==> config.mk <==
export PLATFORM = sky130hd
export DESIGN_NAME = bsr_meta_loader
export DESIGN_NICKNAME = d
export VERILOG_FILES = /design/src/rtl/bsr_meta_loader.sv
export SDC_FILE = /design/constraint.sdc
export NUM_CORES = 1
export LEC_CHECK = 0
export ABC_AREA = 0
export CAP_MARGIN = 20
export CORE_MARGIN = 2
export CORE_UTILIZATION = 50
export CTS_CLUSTER_SIZE = 20
export DETAILED_ROUTE_END_ITERATION = 10
export GPL_TIMING_DRIVEN = 0
export PLACE_DENSITY = 0.8
export SYNTH_ARGS = -nofsm -noshare
export SYNTH_HDL_FRONTEND = slang
export SYNTH_SLANG_ARGS = --single-unit
==> constraint.sdc <==
create_clock -name clk -period 6.45 [get_ports clk]
set_clock_uncertainty 0.15 [all_clocks]
set_input_delay 0.645 -clock clk [delete_from_list [all_inputs] [get_ports clk]]
set_output_delay 0.645 -clock clk [all_outputs]
set_load 0.01 [all_outputs]
==> src/rtl/bsr_meta_loader.sv <==
`default_nettype none
// ============================================================================
// Module   : bsr_meta_loader
// Purpose  : Loads BSR sparse-matrix metadata from a 32-bit stream into the
//            row_ptr and col_idx BRAMs. The stream carries a header word
//            {nnz[15:0], MT[15:0]}, then MT+1 row_ptr words, then
//            ceil(nnz/2) column words holding two 16-bit entries each, with
//            the low half first. Framing errors (code 1) are always detected.
// Options  : BSR_META_CHECK_EN - adds content checks on row_ptr ordering
//            (code 2) and on column entries against KT (code 3).
// Revision : 1.0 - initial release
// ============================================================================
module bsr_meta_loader #(
  parameter int BRAM_ADDR_W = 10,
  parameter int M_W         = 10,
  parameter int K_W         = 12
) (
  input  logic                   clk,
  input  logic                   rst_n,
  input  logic                   start,
  input  logic                   abort,
  input  logic [K_W-1:0]         KT,
  input  logic [31:0]            s_tdata,
  input  logic                   s_tvalid,
  input  logic                   s_tlast,
  output logic                   s_tready,
  output logic                   row_ptr_wr_en,
  output logic [BRAM_ADDR_W-1:0] row_ptr_wr_addr,
  output logic [31:0]            row_ptr_wr_data,
  output logic                   col_idx_wr_en,
  output logic [BRAM_ADDR_W-1:0] col_idx_wr_addr,
  output logic [15:0]            col_idx_wr_data,
  output logic [M_W-1:0]         mt_out,
  output logic [31:0]            nnz_out,
  output logic                   busy,
  output logic                   done,
  output logic                   err,
  output logic [1:0]             err_code
);

  // Number of entries each BRAM can hold; all size checks compare against it
  // in 33 bits so that 2^BRAM_ADDR_W itself is representable.
  localparam logic [32:0] c_DEPTH = 33'd1 << BRAM_ADDR_W;

  typedef enum logic [2:0] {
    S_IDLE   = 3'd0,
    S_HDR    = 3'd1,
    S_ROWPTR = 3'd2,
    S_COL_LO = 3'd3,
    S_COL_HI = 3'd4,
    S_DRAIN  = 3'd5,
    S_FIN    = 3'd6
  } state_t;

  state_t                 r_state;
  state_t                 r_hi_next;   // where COL_HI goes once the high half is written
  logic [BRAM_ADDR_W-1:0] r_rp_cnt;    // index of the next row_ptr beat
  logic [BRAM_ADDR_W-1:0] r_ci_cnt;    // index of the next col_idx entry
  logic [15:0]            r_hi;        // high half of the last column word

  logic                   w_beat;
  logic [M_W-1:0]         w_hdr_mt;
  logic [15:0]            w_hdr_nnz;
  logic                   w_hdr_bad;
  logic                   w_rp_last;
  logic                   w_nnz_zero;
  logic [32:0]            w_ci_next1;
  logic                   w_odd_final;
  logic                   w_last_word;
  logic                   w_frame_err;
  logic [1:0]             w_chk_code;

  // Handshake and position decodes shared by the error logic and the FSM.
  assign w_beat      = s_tvalid && s_tready;
  assign w_hdr_mt    = s_tdata[M_W-1:0];
  assign w_hdr_nnz   = s_tdata[31:16];
  assign w_hdr_bad   = (w_hdr_mt == '0)
                    || ((33'(w_hdr_mt) + 33'd1) > c_DEPTH)
                    || (33'(w_hdr_nnz) > c_DEPTH)
                    || s_tlast;
  assign w_rp_last   = (33'(r_rp_cnt) == 33'(mt_out));
  assign w_nnz_zero  = (nnz_out == 32'd0);
  assign w_ci_next1  = 33'(r_ci_cnt) + 33'd1;
  // The low half about to be written is the last entry (odd nnz).
  assign w_odd_final = (w_ci_next1 == 33'(nnz_out));
  // The word being accepted is the last column word of the stream.
  assign w_last_word = w_odd_final || ((w_ci_next1 + 33'd1) == 33'(nnz_out));

`ifndef BSR_META_CHECK_EN
  // KT only feeds the content checks, which are not built in this variant.
  logic w_unused_kt;
  assign w_unused_kt = ^KT;
`endif

  // Classify the current cycle: framing error on an accepted beat, plus the
  // optional content error code for the entry being written this cycle.
  always_comb begin
    w_frame_err = 1'b0;
    w_chk_code  = 2'd0;
    case (r_state)
      S_HDR: begin
        if (w_beat) w_frame_err = w_hdr_bad;
      end
      S_ROWPTR: begin
        // tlast belongs on the final row_ptr beat only when no column words follow.
        if (w_beat) w_frame_err = (w_rp_last && w_nnz_zero) ? !s_tlast : s_tlast;
      end
      S_COL_LO: begin
        if (w_beat) w_frame_err = w_last_word ? !s_tlast : s_tlast;
      end
      default: ;
    endcase
`ifdef BSR_META_CHECK_EN
    // row_ptr_wr_data still holds the previous row_ptr value while in ROWPTR.
    case (r_state)
      S_ROWPTR: begin
        if (w_beat) begin
          if (((r_rp_cnt == '0) && (s_tdata != 32'd0))
              || ((r_rp_cnt != '0) && (s_tdata < row_ptr_wr_data))
              || (w_rp_last && (s_tdata != nnz_out)))
            w_chk_code = 2'd2;
        end
      end
      S_COL_LO: begin
        if (w_beat && (32'(s_tdata[15:0]) >= 32'(KT))) w_chk_code = 2'd3;
      end
      S_COL_HI: begin
        if (32'(r_hi) >= 32'(KT)) w_chk_code = 2'd3;
      end
      default: ;
    endcase
`endif
  end

  // Load sequencer: walks the stream, issues registered BRAM writes and
  // records the first error seen during the load.
  always_ff @(posedge clk or negedge rst_n) begin
    if (!rst_n) begin
      r_state         <= S_IDLE;
      r_hi_next       <= S_IDLE;
      r_rp_cnt        <= '0;
      r_ci_cnt        <= '0;
      r_hi            <= 16'd0;
      s_tready        <= 1'b0;
      row_ptr_wr_en   <= 1'b0;
      row_ptr_wr_addr <= '0;
      row_ptr_wr_data <= 32'd0;
      col_idx_wr_en   <= 1'b0;
      col_idx_wr_addr <= '0;
      col_idx_wr_data <= 16'd0;
      mt_out          <= '0;
      nnz_out         <= 32'd0;
      busy            <= 1'b0;
      done            <= 1'b0;
      err             <= 1'b0;
      err_code        <= 2'd0;
    end else begin
      done          <= 1'b0;
      row_ptr_wr_en <= 1'b0;
      col_idx_wr_en <= 1'b0;
      if (abort && (r_state != S_IDLE)) begin
        // Abandon the load silently; err keeps its previous value.
        r_state  <= S_IDLE;
        busy     <= 1'b0;
        s_tready <= 1'b0;
      end else begin
        // First error wins; a framing error beats a content error in the same cycle.
        if ((r_state != S_IDLE) && (err_code == 2'd0)) begin
          if (w_frame_err)               err_code <= 2'd1;
          else if (w_chk_code != 2'd0)   err_code <= w_chk_code;
        end
        case (r_state)
          S_IDLE: begin
            if (start) begin
              r_state  <= S_HDR;
              busy     <= 1'b1;
              err      <= 1'b0;
              err_code <= 2'd0;
              s_tready <= 1'b1;
            end
          end
          S_HDR: begin
            if (w_beat) begin
              mt_out   <= w_hdr_mt;
              nnz_out  <= {16'd0, w_hdr_nnz};
              r_rp_cnt <= '0;
              r_ci_cnt <= '0;
              if (s_tlast) begin
                // The stream has already ended; there is nothing left to drain.
                r_state  <= S_FIN;
                s_tready <= 1'b0;
              end else if (w_hdr_bad) begin
                r_state  <= S_DRAIN;
              end else begin
                r_state  <= S_ROWPTR;
              end
            end
          end
          S_ROWPTR: begin
            if (w_beat) begin
              row_ptr_wr_en   <= 1'b1;
              row_ptr_wr_addr <= r_rp_cnt;
              row_ptr_wr_data <= s_tdata;
              r_rp_cnt        <= r_rp_cnt + BRAM_ADDR_W'(1);
              if (s_tlast && !(w_rp_last && !w_nnz_zero)) begin
                // Either the legitimate end of an empty-matrix load or an early end.
                r_state  <= S_FIN;
                s_tready <= 1'b0;
              end else if (s_tlast) begin
                r_state  <= S_FIN;
                s_tready <= 1'b0;
              end else if (w_rp_last) begin
                r_state  <= w_nnz_zero ? S_DRAIN : S_COL_LO;
              end
            end
          end
          S_COL_LO: begin
            if (w_beat) begin
              col_idx_wr_en   <= 1'b1;
              col_idx_wr_addr <= r_ci_cnt;
              col_idx_wr_data <= s_tdata[15:0];
              r_hi            <= s_tdata[31:16];
              r_ci_cnt        <= r_ci_cnt + BRAM_ADDR_W'(1);
              if (w_odd_final) begin
                // Odd nnz: the high half of the final word is padding.
                r_state  <= s_tlast ? S_FIN : S_DRAIN;
                s_tready <= !s_tlast;
              end else begin
                r_state   <= S_COL_HI;
                s_tready  <= 1'b0;
                r_hi_next <= s_tlast ? S_FIN : (w_last_word ? S_DRAIN : S_COL_LO);
              end
            end
          end
          S_COL_HI: begin
            col_idx_wr_en   <= 1'b1;
            col_idx_wr_addr <= r_ci_cnt;
            col_idx_wr_data <= r_hi;
            r_ci_cnt        <= r_ci_cnt + BRAM_ADDR_W'(1);
            r_state         <= r_hi_next;
            s_tready        <= (r_hi_next != S_FIN);
          end
          S_DRAIN: begin
            if (w_beat && s_tlast) begin
              r_state  <= S_FIN;
              s_tready <= 1'b0;
            end
          end
          S_FIN: begin
            done    <= 1'b1;
            busy    <= 1'b0;
            err     <= (err_code != 2'd0);
            r_state <= S_IDLE;
          end
          default: begin
            r_state  <= S_IDLE;
            s_tready <= 1'b0;
            busy     <= 1'b0;
          end
        endcase
      end
    end
  end

endmodule
`default_nettype wire

==> metrics.txt <==
status=finished, final reports clean; Worst path top cell family by delay=simple AND/OR/NAND/NOR gates; Yosys top cell by area=dfrtp_1; CTS Hold Buffers Added=0; GR Overflow Total=0; Synth Flop Type=dfrtp_1; Root Buffer Master=clkbuf_16; diode count=0; critical path arrival=between 3 and 4 ns; Final Hold Fails=0; Worst Path Required=6.66 ns; kind of critical path=reg2reg; clk sink count=~140; Setup violations, final=0; Ys Warns=0; starting density of the core=0.506; core area=between 0.01 and 0.015 sq mm; synth unique cells=between 70 and 80; Post-DRT Antenna Nets=0; average wire per standard cell=around 19 um; Clock transition at path regs=~0.060 ns; die area=0.0156 sq mm; dpl hpwl=14.3 mm; # rows=44; number of vias per cell=5.68; H-tree depth=4; number of max-cap violations=0; Initial DRC Count=~460; Final period util=0.572; crit-path cells=buf_4, inv_1, ha_1, nor2_1, nand3_2, and4bb_2, a32oi_1, o221a_1, or4_1, o21ai_1, ha_1, nand2b_1, o211ai_1, a22o_1; Reg2Reg Depth=14; clock buffer depth=2; Fill cells=~1100; Reg area=0.00360 sq mm; static leakage power=4.36 nW; Post-synth EDFFs=0; pre-CTS WS=2.83 ns; Mapped Area=around 0.0073 sq mm; chip height=approximately 120 um; Final Critical Period=approximately 3.7 ns; area of the multi-input gates=between 0.003 and 0.004 sq mm; Power Density=roughly 450 mW/mm^2; synth top area cells=dfrtp_1 49%, mux2_2 12%, nand2_1 4.9%; flop2flop setup slack=2.76 ns; Mapped Cells=a little under 700; I/O pin total=between 150 and 200; layout cells sized above 1=0.169; first-pass iteration count of the detailed router=5; Final Max Slew Viols=0; largest net degree at the start of global routing=85; post-route setup slack=~2.8 ns; Total GRT Usage=0.267; PostCTS Resize Cnt=0; Clock Latency Late Sink=roughly 0.43 ns; Synth top cells by count=144 x dfrtp_1, 96 x nand2_1, 76 x mux2_2; CP endpoint kind=flop; HP Class=in2async; clock buffer count from CTS=17; routability cong.=around 0.92; Post-Syn Area per Cell=roughly 11 sq um; Critical R2R Launch=r_ci_cnt[0]$_DFFE_PN0P_; CP dominant cell by count=ha_1; Critical-path top delay cell=or4_1; Layout area overhead=32.0%; port bufs=about 140; first-pass GRT wire length=around 33 mm; critical path depth=14; Yosys top cell area share=0.493; Vias=6036; Post-Route WL=slightly above 20 mm; worst path bufs/invs=2; Max stage delay on crit path=between 0.5 and 0.6 ns; pin slew with the least headroom to its limit=0.839 ns; most frequent cell after synthesis=dfrtp_1; Max Freq=roughly 270 MHz; Crit Path Max Fanout=10; initial antenna violation count=0; Post-CTS Setup Inserts=0; VDD IR-drop max=between 200 and 300 uV; number of global-route vias before repair=5897; setup TNS=0 ns; die width=125 um; Seq/Total Area, Yosys=0.493; Async SR Flop Fraction=1.00; Slew Limit Headroom=0.441; CP Launch Type=flop; RSZ-0062 raised after global routing=false; DRC Markers=0; r2r endpoint=err_code[0]$_DFFE_PN0N_; Final #Nets=slightly above 900; CTS tree=built; Seq cells post-synth=144
state kept, by name, summed over array words and instances, names as in the netlist, 10 cells and up:
name,count
col_idx_wr_addr,10
r_ci_cnt,10
row_ptr_wr_addr,10
row_ptr_wr_data,32
r_hi,16
nnz_out,16
r_rp_cnt,10
col_idx_wr_data,16
mt_out,10
per-layer routing:
layer	vias to the layer above	part of all wire	GRT usage
li1	2780	-	-
met4	0	0.022	0.0895
met5	-	0	0
met3	43	0.080	0.0713
met1	2934	0.42	0.353
met2	279	0.48	0.430
final cells by class:
type	instances	share of cell area
plain buffers	56	0.0299
clock buffers	23	0.0517
clock inverters	8	0.0156
inverters	15	0.00584
multi-input cells	494	0.354
flip-flops and latches	144	0.374
well taps	184	0.0239
repair buffers	138	0.145
power by group:
| part | leakage (nW) | switching [W] | internal [W] |
|---|---|---|---|
| clock | 0.316 | 0.000384 | 0.000698 |
| sequential | 1.88 | 0.000266 | 0.00123 |
| combinational | 2.16 | 0.000880 | 0.000925 |
| total | 4.36 | 0.00153 | 0.00285 |
stage by stage:
step                      std cells  hold WS (ns)   util  area, sq um  power [W]
final                          1062        0.0337  0.668         9640    0.00438
after global routing           1062        0.0840  0.668         9640    0.00463
after floorplan                 709         0.199      -         7360    0.00243
after global placement         1030         0.299  0.621         8960    0.00325
after detailed placement       1031         0.305  0.623         8990    0.00328
after CTS                      1062        0.0649  0.668         9640    0.00439
kinds of logic after synthesis:
kind of cell	Yosys count	share of synthesized area
other cells	1	0.000514
compound gates	116	0.105
buf+inv	71	0.0471
xor+xnor	36	0.0461
mux	98	0.148
fa+ha+maj	5	0.00857
simple gates	223	0.152
flops	144	0.493
cell usage in the layout (no fill, tap or decap), drive strengths merged, types with 26 or more instances in the layout:
master,n
dfrtp,144
clkdlybuf4s50,136
o21ai,47
clkbuf,55
buf,26
nand2,97
nor2,30
mux2,77
worst reg2reg max path, delay by kind of cell (launching register included):
| kind | cells | cell delay (ns) |
|---|---|---|
| and+or+nand+nor | 5 | 1.35 |
| AOI/OAI and AO/OA | 5 | 0.79 |
| adders and majority gates | 2 | 0.61 |
| buffers and inverters | 2 | 0.30 |
| DFF | 1 | 0.43 |
worst max-delay path by stage:
stage / end / slack (ns) / startpoint
floorplan: err_code[0]$_DFFE_PN0N_ / 3.24 / r_ci_cnt[0]$_DFFE_PN0P_
global placement: row_ptr_wr_en$_DFF_PN0_ / -1.26 / rst_n
detailed placement: err_code[0]$_DFFE_PN0N_ / 2.83 / r_ci_cnt[0]$_DFFE_PN0P_
CTS: err_code[0]$_DFFE_PN0N_ / 2.80 / r_ci_cnt[0]$_DFFE_PN0P_
global route: err_code[0]$_DFFE_PN0N_ / 2.52 / r_ci_cnt[1]$_DFFE_PN0P_
finish: err_code[0]$_DFFE_PN0N_ / 2.76 / r_ci_cnt[0]$_DFFE_PN0P_
Power figures use the tool's default switching activity.
